==> config.mk <==
export PLATFORM = sky130hd
export DESIGN_NAME = cpu_fwd_pipe
export DESIGN_NICKNAME = d
export VERILOG_FILES = /design/src/rtl/cpu_fwd_pipe.sv
export SDC_FILE = /design/constraint.sdc
export NUM_CORES = 2
export LEC_CHECK = 0
export BUFFER_PORTS_ARGS = -buffer_cell sky130_fd_sc_hd__buf_2
export CAP_MARGIN = 20
export CORE_AREA = 2 2 273 275
export DETAILED_ROUTE_END_ITERATION = 8
export DIE_AREA = 0 0 275 277
export HOLD_SLACK_MARGIN = 0.06
export PLACE_DENSITY_LB_ADDON = 0.12
export SLEW_MARGIN = 25
export SYNTH_ARGS = -nofsm -noshare
export SYNTH_HDL_FRONTEND = slang
export SYNTH_SLANG_ARGS = --single-unit
==> constraint.sdc <==
create_clock -name clk -period 13.9 [get_ports clk]
set_clock_uncertainty 0.1 [all_clocks]
set_input_delay 2.085 -clock clk [delete_from_list [all_inputs] [get_ports clk]]
set_output_delay 2.085 -clock clk [all_outputs]
set_load 0.03 [all_outputs]
==> src/rtl/cpu_fwd_pipe.sv <==
// cpu_fwd_pipe: 5-stage in-order core (IF/ID/EX/MEM/WB) with a 4-op ALU, operand forwarding,
// load-use stall, regfile write-through, global freeze and a retire port.
module cpu_fwd_pipe #(
    parameter int unsigned DATA_W      = 64,
    parameter int unsigned INSTR_W     = 32,
    parameter int unsigned PC_W        = 9,
    parameter int unsigned DMEM_ADDR_W = 8,
    parameter int unsigned REG_ADDR_W  = 2
) (
    input  logic                   clk,
    input  logic                   rst_n,
    input  logic                   freeze_i,
    input  logic [INSTR_W-1:0]     i_mem_data_i,
    output logic [PC_W-1:0]        i_mem_addr_o,
    input  logic [DATA_W-1:0]      d_mem_data_i,
    output logic [DMEM_ADDR_W-1:0] d_mem_addr_o,
    output logic [DATA_W-1:0]      d_mem_data_o,
    output logic                   d_mem_wen_o,
    output logic                   wb_valid_o,
    output logic [REG_ADDR_W-1:0]  wb_addr_o,
    output logic [DATA_W-1:0]      wb_data_o
);

    localparam int unsigned NumRegs = 2 ** REG_ADDR_W;
    localparam int unsigned UsedW   = 5 + 3 * REG_ADDR_W;
    localparam int unsigned MwBit   = INSTR_W - 1;
    localparam int unsigned RwBit   = INSTR_W - 2;
    localparam int unsigned MrBit   = INSTR_W - 3;
    localparam int unsigned OpHi    = INSTR_W - 4;
    localparam int unsigned RaHi    = INSTR_W - 6;
    localparam int unsigned RbHi    = RaHi - REG_ADDR_W;
    localparam int unsigned RdHi    = RbHi - REG_ADDR_W;

    localparam logic [1:0] OpPass = 2'b00;
    localparam logic [1:0] OpAdd  = 2'b01;
    localparam logic [1:0] OpSub  = 2'b10;
    localparam logic [1:0] OpXor  = 2'b11;

    // IF
    logic [PC_W-1:0]       pc_q;
    logic [PC_W-1:0]       pc_d;
    logic [INSTR_W-1:0]    ifid_instr_q;

    // ID
    logic                  id_mw;
    logic                  id_rw;
    logic                  id_mr;
    logic [1:0]            id_op;
    logic [REG_ADDR_W-1:0] id_ra;
    logic [REG_ADDR_W-1:0] id_rb;
    logic [REG_ADDR_W-1:0] id_rd;
    logic [DATA_W-1:0]     id_a;
    logic [DATA_W-1:0]     id_b;
    logic                  load_use;

    logic                  idex_mw_q;
    logic                  idex_rw_q;
    logic                  idex_mr_q;
    logic [1:0]            idex_op_q;
    logic [REG_ADDR_W-1:0] idex_ra_q;
    logic [REG_ADDR_W-1:0] idex_rb_q;
    logic [REG_ADDR_W-1:0] idex_rd_q;
    logic [DATA_W-1:0]     idex_a_q;
    logic [DATA_W-1:0]     idex_b_q;

    // EX
    logic [DATA_W-1:0]     ex_a;
    logic [DATA_W-1:0]     ex_b;
    logic [DATA_W-1:0]     ex_alu;

    logic                  exmem_mw_q;
    logic                  exmem_rw_q;
    logic                  exmem_mr_q;
    logic [REG_ADDR_W-1:0] exmem_rd_q;
    logic [DATA_W-1:0]     exmem_alu_q;
    logic [DMEM_ADDR_W-1:0] exmem_addr_q;
    logic [DATA_W-1:0]     exmem_b_q;

    // MEM/WB
    logic                  memwb_rw_q;
    logic                  memwb_mr_q;
    logic [REG_ADDR_W-1:0] memwb_rd_q;
    logic [DATA_W-1:0]     memwb_alu_q;
    logic [DATA_W-1:0]     memwb_mdata_q;
    logic [DATA_W-1:0]     wb_data;
    logic                  wb_we;

    logic [DATA_W-1:0]     regs_q [NumRegs];

    // ---------------------------------------------------------------- IF
    assign pc_d = pc_q + PC_W'(1);

    always_ff @(posedge clk or negedge rst_n) begin
        if (!rst_n) begin
            pc_q         <= '0;
            ifid_instr_q <= '0;
        end else if (!freeze_i && !load_use) begin
            pc_q         <= pc_d;
            ifid_instr_q <= i_mem_data_i;
        end
    end

    // ---------------------------------------------------------------- ID
    assign id_mw = ifid_instr_q[MwBit];
    assign id_rw = ifid_instr_q[RwBit];
    assign id_mr = ifid_instr_q[MrBit];
    assign id_op = ifid_instr_q[OpHi -: 2];
    assign id_ra = ifid_instr_q[RaHi -: REG_ADDR_W];
    assign id_rb = ifid_instr_q[RbHi -: REG_ADDR_W];
    assign id_rd = ifid_instr_q[RdHi -: REG_ADDR_W];

    if (UsedW < INSTR_W) begin : g_spare_bits
        logic unused_spare;
        assign unused_spare = ^ifid_instr_q[INSTR_W-UsedW-1:0];
    end

    // Write-through: a retiring write is visible to the ID read in the same cycle.
    always_comb begin
        id_a = regs_q[id_ra];
        id_b = regs_q[id_rb];
        if (memwb_rw_q && (memwb_rd_q == id_ra)) begin
            id_a = wb_data;
        end
        if (memwb_rw_q && (memwb_rd_q == id_rb)) begin
            id_b = wb_data;
        end
    end

    assign load_use = idex_rw_q && idex_mr_q &&
                      ((idex_rd_q == id_ra) || (idex_rd_q == id_rb));

    always_ff @(posedge clk or negedge rst_n) begin
        if (!rst_n) begin
            idex_mw_q <= 1'b0;
            idex_rw_q <= 1'b0;
            idex_mr_q <= 1'b0;
            idex_op_q <= '0;
            idex_ra_q <= '0;
            idex_rb_q <= '0;
            idex_rd_q <= '0;
            idex_a_q  <= '0;
            idex_b_q  <= '0;
        end else if (!freeze_i) begin
            if (load_use) begin
                idex_mw_q <= 1'b0;
                idex_rw_q <= 1'b0;
                idex_mr_q <= 1'b0;
                idex_op_q <= '0;
                idex_ra_q <= '0;
                idex_rb_q <= '0;
                idex_rd_q <= '0;
                idex_a_q  <= '0;
                idex_b_q  <= '0;
            end else begin
                idex_mw_q <= id_mw;
                idex_rw_q <= id_rw;
                idex_mr_q <= id_mr;
                idex_op_q <= id_op;
                idex_ra_q <= id_ra;
                idex_rb_q <= id_rb;
                idex_rd_q <= id_rd;
                idex_a_q  <= id_a;
                idex_b_q  <= id_b;
            end
        end
    end

    // ---------------------------------------------------------------- EX
    // Loads in EX/MEM cannot forward yet; the load-use stall guarantees they come via MEM/WB.
    always_comb begin
        ex_a = idex_a_q;
        if (exmem_rw_q && !exmem_mr_q && (exmem_rd_q == idex_ra_q)) begin
            ex_a = exmem_alu_q;
        end else if (memwb_rw_q && (memwb_rd_q == idex_ra_q)) begin
            ex_a = wb_data;
        end
    end

    always_comb begin
        ex_b = idex_b_q;
        if (exmem_rw_q && !exmem_mr_q && (exmem_rd_q == idex_rb_q)) begin
            ex_b = exmem_alu_q;
        end else if (memwb_rw_q && (memwb_rd_q == idex_rb_q)) begin
            ex_b = wb_data;
        end
    end

    always_comb begin
        ex_alu = ex_a;
        unique case (idex_op_q)
            OpPass:  ex_alu = ex_a;
            OpAdd:   ex_alu = ex_a + ex_b;
            OpSub:   ex_alu = ex_a - ex_b;
            OpXor:   ex_alu = ex_a ^ ex_b;
            default: ex_alu = ex_a;
        endcase
    end

    always_ff @(posedge clk or negedge rst_n) begin
        if (!rst_n) begin
            exmem_mw_q   <= 1'b0;
            exmem_rw_q   <= 1'b0;
            exmem_mr_q   <= 1'b0;
            exmem_rd_q   <= '0;
            exmem_alu_q  <= '0;
            exmem_addr_q <= '0;
            exmem_b_q    <= '0;
        end else if (!freeze_i) begin
            exmem_mw_q   <= idex_mw_q;
            exmem_rw_q   <= idex_rw_q;
            exmem_mr_q   <= idex_mr_q;
            exmem_rd_q   <= idex_rd_q;
            exmem_alu_q  <= ex_alu;
            exmem_addr_q <= ex_a[DMEM_ADDR_W-1:0];
            exmem_b_q    <= ex_b;
        end
    end

    // ---------------------------------------------------------------- MEM
    assign d_mem_addr_o = exmem_addr_q;
    assign d_mem_data_o = exmem_b_q;
    assign d_mem_wen_o  = exmem_mw_q && !freeze_i;

    always_ff @(posedge clk or negedge rst_n) begin
        if (!rst_n) begin
            memwb_rw_q    <= 1'b0;
            memwb_mr_q    <= 1'b0;
            memwb_rd_q    <= '0;
            memwb_alu_q   <= '0;
            memwb_mdata_q <= '0;
        end else if (!freeze_i) begin
            memwb_rw_q    <= exmem_rw_q;
            memwb_mr_q    <= exmem_mr_q;
            memwb_rd_q    <= exmem_rd_q;
            memwb_alu_q   <= exmem_alu_q;
            memwb_mdata_q <= d_mem_data_i;
        end
    end

    // ---------------------------------------------------------------- WB
    assign wb_data = memwb_mr_q ? memwb_mdata_q : memwb_alu_q;
    assign wb_we   = memwb_rw_q && !freeze_i;

    always_ff @(posedge clk or negedge rst_n) begin
        if (!rst_n) begin
            for (int i = 0; i < NumRegs; i++) begin
                regs_q[i] <= '0;
            end
        end else if (wb_we) begin
            regs_q[memwb_rd_q] <= wb_data;
        end
    end

    assign i_mem_addr_o = pc_q;
    assign wb_valid_o   = wb_we;
    assign wb_addr_o    = memwb_rd_q;
    assign wb_data_o    = wb_data;

endmodule

# Word-level counts from Yosys, hierarchy flattened
# Cells that the tools add are included.
[op_classes] add_sub_neg=3 order_cmp=4 eq_ne=11 muxes=26 bitwise=4 n_reduce_logical=18
[ops] operator="64-bit 2-to-1 mux" n=14
[ops] operator="64-bit binary-select mux with 2-bit select" n=2
[ops] operator="256-bit bitwise mux" n=1
[ops] operator="64-bit case mux with 4 select lines" n=1
[ops] operator="64-bit demux with 2-bit select" n=1
[ops] operator="64-bit adder" n=1
[ops] operator="64-bit subtractor" n=1
[ops] operator="64-bit bitwise XOR" n=1
[ops] operator="2-bit equality test" n=8
[ops] operator="1-bit logical AND" n=13
[ops] operator="9-bit by 1-bit adder with 9-bit output (second input constant)" n=1
[ops] operator="3-bit greater-or-equal comparator (second input constant)" n=3
[ops] operator="2-bit NOT with 3-bit output" n=3
[ops] operator="2-bit 2-to-1 mux" n=4
[ops] operator="2-bit equality test (second input constant)" n=2
[ops] operator="1-bit zero test" n=3
[ops] operator="3-bit by 1-bit less-than comparator with 1-bit output (second input constant)" n=1
[ops] operator="1-bit 2-to-1 mux" n=3
[ops] operator="2-bit by 1-bit equality test with 1-bit output (second input constant)" n=1
[ops] operator="2-bit zero test" n=1
[ops] operator="1-bit logical OR" n=1
[totals] ff_bits=709 output_inout_bits=149 elab_cells=93

# Logic depth before layout (Yosys ltp)
[logic_depth] word_depth=6 mapped_depth=28 ltp_nobuf=24

# Least setup slack after synthesis
# Ideal clock, no wire load.
[synth_timing] path_kind="register to register" start="register memwb_mr_q" end="register exmem_alu_q[60]" arrival_time_ns=6.237 t_required_ns=13.674 path_slack_ns=7.437 stages_incl_launch_ff=25 path_buffers=3 period_less_slack_ns=6.463 cell_sequence="dfrtp_1 > buf_6 > buf_6 > mux2i_1 > inv_1 > mux2i_1 > o21ai_0 > or3b_4 > or4_4 > nor4_2 > a21oi_1 > xnor2_1 > ha_1 > clkbuf_1 > and3_1 > nand4_1 > or2_2 > or3_1 > a211oi_1 > o2111ai_1 > a31oi_1 > a21boi_1 > a21oi_1 > xor2_1 > a221o_1"
[synth_via] elab_chain_cells=5
[synth_lines] element="start, declared" line_no="81" text="logic memwb_mr_q;"
[synth_lines] element="start signal, assigned" line_no="233" text="memwb_mr_q <= exmem_mr_q;"
[synth_lines] element="64-bit 2-to-1 mux (*)" line_no="241" text="assign wb_data = memwb_mr_q ? memwb_mdata_q : memwb_alu_q;"
[synth_lines] element="net wb_data_o[21]" line_no="21" text="output logic [DATA_W-1:0] wb_data_o"
[synth_lines] element="64-bit 2-to-1 mux (on tied branches)" line_no="174, 183"
[synth_lines] element="64-bit 2-to-1 mux (on tied branches)" line_no="172, 181"
[synth_lines] element="64-bit subtractor or 64-bit adder (tied branches)" line_no="193, 192"
[synth_lines] element="64-bit case mux with 4 select lines (*)" line_no="190" text="unique case (idex_op_q)"
[synth_lines] element="end signal, assigned" line_no="213" text="exmem_alu_q <= ex_alu;"
[synth_lines] element="end, declared" line_no="75" text="logic [DATA_W-1:0] exmem_alu_q;"
# Mark *: on every way through the listed nets, which the timed path passes. The rest lies on a longest branch.
# A chain may end at the register's enable or synchronous reset.

# Final worst setup path
[layout_timing] start="register memwb_rd_q[1] (netlist: wb_addr_o[1])" end="register exmem_alu_q[60]"
[layout_via] elab_chain_cells=6
[layout_lines] element="start, declared" line_no="82" text="logic [REG_ADDR_W-1:0] memwb_rd_q;"
[layout_lines] element="start signal, assigned" line_no="234" text="memwb_rd_q <= exmem_rd_q;"
[layout_lines] element="2-bit equality test (on tied branches)" line_no="174, 183"
[layout_lines] element="1-bit logical AND (on tied branches)" line_no="174, 183"
[layout_lines] element="64-bit 2-to-1 mux (on tied branches)" line_no="174, 183"
[layout_lines] element="64-bit 2-to-1 mux (on tied branches)" line_no="172, 181"
[layout_lines] element="64-bit subtractor (tied with other cells)" line_no="193" text="OpSub: ex_alu = ex_a - ex_b;"
[layout_lines] element="64-bit case mux with 4 select lines (*)" line_no="190"
# Mark *: on every way between the ends. The rest lies on a longest branch, timed or not.

==> Implementation_results.wiki <==
{| class="wikitable"
! Metric !! Value
|-
| Port buffer count || 226
|-
| Pin count of the biggest net entering global routing || 180
|-
| Critical-path top delay cell || sky130_fd_sc_hd__dfrtp_1
|-
| Yosys top cell by area || sky130_fd_sc_hd__dfrtp_1
|-
| Top cell type's share of synthesized area || 43.0%
|-
| Static power due to leakage || 19.7 nW
|-
| Number of DRC markers after the initial detailed-route iteration || 3698
|-
| Worst setup margin || 5.15 ns
|-
| CTS-repair resized insts || 0
|-
| Most frequent cells in the layout || 682 x sky130_fd_sc_hd__dfrtp_1, 418 x sky130_fd_sc_hd__nand2_1, 414 x sky130_fd_sc_hd__a21oi_1, 403 x sky130_fd_sc_hd__nor2_1, 374 x sky130_fd_sc_hd__o21ai_0
|-
| CP max FO || 31
|-
| Final hold vios || 0
|-
| Average cell area after synthesis || 9.66 sq um
|-
| Leading post-synthesis cells by cell area || sky130_fd_sc_hd__dfrtp_1 43%, sky130_fd_sc_hd__mux4_2 7.2%, sky130_fd_sc_hd__mux2_2 5.5%, sky130_fd_sc_hd__a21oi_1 5.2%, sky130_fd_sc_hd__o21ai_0 4.7%
|-
| Syn-to-layout area delta || 12.1%
|-
| Clock Power Share || 15.9%
|-
| Net switching power || 0.00651 W
|-
| Number of different library cells in the post-synthesis netlist || 76
|-
| Initial Util || 54.5%
|-
| Largest delay contributor family on the critical path || simple AND/OR/NAND/NOR gates
|-
| # hold bufs at CTS || 0
|-
| Wirelength per Cell || 24.8 um
|-
| Vias in the first global route || 31600
|-
| RSZ-0062 raised after global routing || no
|-
| Worst path bufs/invs || 2
|-
| Area inside the core boundary || 73600 sq um
|-
| Final #Nets || 4391
|-
| Seq/Total Area, Yosys || 43.0%
|-
| Sequential share of power || 25.7%
|-
| Post-synthesis register bit count || 688
|-
| Post-synth net total || 4318
|-
| Tot GR Track Use || 34.2%
|-
| Fraction of the core area covered by cells at the end of the flow || 61.0%
|-
| Area of the mapped netlist || 40100 sq um
|-
| Cell breakdown of the critical path || xor2_4, buf_4, nor3_2, buf_4, nor2_1, a2bb2oi_1, nand4_1, nor3_1, nand2_1, nor3_1, nor2_1, xnor2_1, ha_1, and3_1, nand4_1, or2_2, or3_1, a211oi_1, o2111ai_1, a31oi_1, a21boi_1, a21oi_1, xor2_1, a221o_1
|-
| TritonCTS clock tree || done
|-
| Initial antenna violation count || 5
|-
| Slew at the pin closest to its max-slew limit || 1.03 ns
|-
| Pwr dens || 308 nW/um^2
|-
| Number of buffers created by CTS || 78
|-
| Max Slew Vio Count || 0
|-
| Routed WL || 131 mm
|-
| Critical Path Source Type || flop
|-
| Number of nets with antenna violations after routing || 0
|-
| Wire length of the first global-routing pass || 198 mm
|-
| Detailed-routing iteration count for the pre-antenna-repair pass || 8
|-
| Critical Setup Path Class || reg2reg
|-
| Critical Path Sink Type || flop
|-
| Main synth FF type || sky130_fd_sc_hd__dfrtp_1
|-
| Hold WC Path Type || reg2reg
|-
| Yosys warning total || 0
|-
| Maximum buffer depth of the clock tree || 3
|-
| Post-Synthesis Cells || 4150
|-
| Internal power summed over all cells || 0.00732 W
|-
| Sinks on Clock Net || 688
|-
| Worst voltage drop across the vdd grid || 0.176 mV
|-
| Worst-case headroom to the max-slew limit || 29.5%
|-
| Clock-pin transition on the worst setup and hold timing paths || 0.06 ns
|-
| Number of setup buffers added after CTS || 0
|-
| Via-per-instance ratio || 6.40
|-
| Crit-path max cell delay || 0.80 ns
|-
| Detailed-route via count || 33700
|-
| Global route total overflow || 0
|-
| Die Footprint || 76200 sq um
|-
| Net Sw Frac || 47.1%
|-
| Final period demand of the worst path || 8.75 ns
|-
| Period utilisation layout || 62.9%
|-
| Pre-CTS worst setup slack || 5.22 ns
|-
| Relative contribution of combinational cells to total power || 58.5%
|-
| # setup viols final || 0
|-
| Top-Level Pins || 248
|-
| Routability congestion estimate from global placement || 0.951
|-
| Status || finished, final reports clean
|-
| Overall die width || 275 um
|-
| Placed wire-length estimate || 87.0 mm
|-
| TNS Setup || 0 ns
|-
| Ratio of cells with drive above 1 in the final layout || 20.1%
|-
| Count of flip-flops with a built-in enable after synthesis || 0
|-
| Data arrival time of the critical path || 9.16 ns
|-
| Source-to-sink clock delay at the later pin of the worst-skew pair || 0.64 ns
|-
| Max-capacitance violation count || 0
|-
| DRC Markers || 0
|-
| Most common cell after layout, fill and taps aside || sky130_fd_sc_hd__dfrtp_1
|-
| Achievable frequency || 0.114 GHz
|-
| Post-synth ARST share || 100%
|-
| Number of standard-cell rows in the floorplan || 100
|-
| Vertical die dimension || 277 um
|-
| H-tree depth || 3
|-
| Worst endpoint required time || 14.32 ns
|-
| Clock tree root buffer cell || sky130_fd_sc_hd__clkbuf_16
|}
==> metal layers <==
metal | vias up | global-route usage, % | wire length [um] | share of wire, %
met4 | 4 | 10.8 | 3940 | 3.0
met3 | 222 | 8.84 | 13100 | 10
li1 | 15200 | - | - | -
met1 | 16700 | 51.3 | 57900 | 44
met2 | 1495 | 48.3 | 55600 | 43
met5 | - | 0 | 27 | 0.021
==> logic make-up (layout without fill, tap and decap cells) <==
logic type                 Yosys count  in the layout  share of synthesized area, %
other                                0              1                             0
xor gates and xnor gates           147            147                          3.21
DFF                                688            688                          43.0
AOI/OAI and AO/OA                 1281           1281                          19.7
and+or+nand+nor                   1072           1072                          11.6
buffers and inverters              469            605                          4.72
adders and majority gates           69             69                          2.17
muxes                              424            424                          15.6
==> power by group through the flow <==
| stage | Sequential [W] | Clock (W) | Combinational, W |
|---|---|---|---|
| 2_1_floorplan | 0.00352 | 0 | 0.00555 |
| 3_3_place_gp | 0.00352 | 0 | 0.00781 |
| 3_5_place_dp | 0.00355 | 0 | 0.00787 |
| 4_1_cts | 0.00353 | 0.00222 | 0.00792 |
| 5_1_grt | 0.00366 | 0.00230 | 0.00876 |
| 6_report | 0.00355 | 0.00219 | 0.00809 |
==> synth_stat cells, types with 47 or more instances <==
library cell,instances
sky130_fd_sc_hd__clkbuf_1,263
sky130_fd_sc_hd__a31oi_1,65
sky130_fd_sc_hd__o21ai_0,376
sky130_fd_sc_hd__mux2_2,196
sky130_fd_sc_hd__a21o_1,57
sky130_fd_sc_hd__mux4_2,128
sky130_fd_sc_hd__mux2i_1,76
sky130_fd_sc_hd__xnor2_1,100
sky130_fd_sc_hd__nand2_1,418
sky130_fd_sc_hd__ha_1,68
sky130_fd_sc_hd__xor2_1,47
sky130_fd_sc_hd__nand4_1,53
sky130_fd_sc_hd__inv_1,127
sky130_fd_sc_hd__a21oi_1,414
sky130_fd_sc_hd__a22o_1,137
sky130_fd_sc_hd__dfrtp_1,688
sky130_fd_sc_hd__nor3_1,49
sky130_fd_sc_hd__nor2_1,404
==> area by class of cell <==
class                           count  area [sq um]
Timing Repair Buffer              331          2060
Clock inverter                     30           428
Tap cell                          969          1210
Sequential cell                   688         17200
Inverter                          131           497
Antenna cell                        1          2.50
Multi-Input combinational cell   2993         21200
Clock buffer                      113          2300
Fill cell                        6340         28700
==> through the flow <==
stage | total power, W | hold WS [ns] | std cells | cell area [sq um]
2_1_floorplan | 0.00906 | 0.346 | 4150 | 40100
3_5_place_dp | 0.0114 | 0.366 | 5109 | 42100
3_3_place_gp | 0.0113 | 0.361 | 5109 | 42100
6_report | 0.0138 | 0.376 | 5256 | 44900
5_1_grt | 0.0147 | 0.403 | 5255 | 44900
4_1_cts | 0.0137 | 0.383 | 5252 | 44800
==> final timing paths <==
| kind | start | endpoint | slack (ns) | cells after the start |
|---|---|---|---|---|
| max | wb_addr_o[1]$_DFFE_PN0N_ | exmem_alu_q[60]$_DFFE_PN0N_ | 5.15 | 24 |
| min | i_mem_addr_o[8]$_DFFE_PN0P_ | i_mem_addr_o[8]$_DFFE_PN0P_ | 0.38 | 1 |
| max reg2reg | wb_addr_o[1]$_DFFE_PN0N_ | exmem_alu_q[60]$_DFFE_PN0N_ | 5.15 | 24 |
| min reg2reg | i_mem_addr_o[8]$_DFFE_PN0P_ | i_mem_addr_o[8]$_DFFE_PN0P_ | 0.38 | 1 |
| max in group asynchronous | rst_n | exmem_alu_q[49]$_DFFE_PN0N_ | 10.12 | 4 |
| min in group asynchronous | rst_n | regs_q[75]$_DFFE_PN0P_ | 1.34 | 1 |
==> state kept, by name, indices dropped and copies added (netlist names), 2 cells and up <==
signal / cells
idex_rd_q: 2
memwb_alu_q: 64
idex_rb_q: 2
idex_op_q: 2
wb_addr_o: 2
i_mem_addr_o: 9
idex_b_q: 64
exmem_alu_q: 64
memwb_mdata_q: 64
d_mem_data_o: 64
idex_ra_q: 2
idex_a_q: 64
exmem_rd_q: 2
regs_q: 256
d_mem_addr_o: 8
ifid_instr_q: 11
No activity file was read; power rests on OpenSTA's default activity.
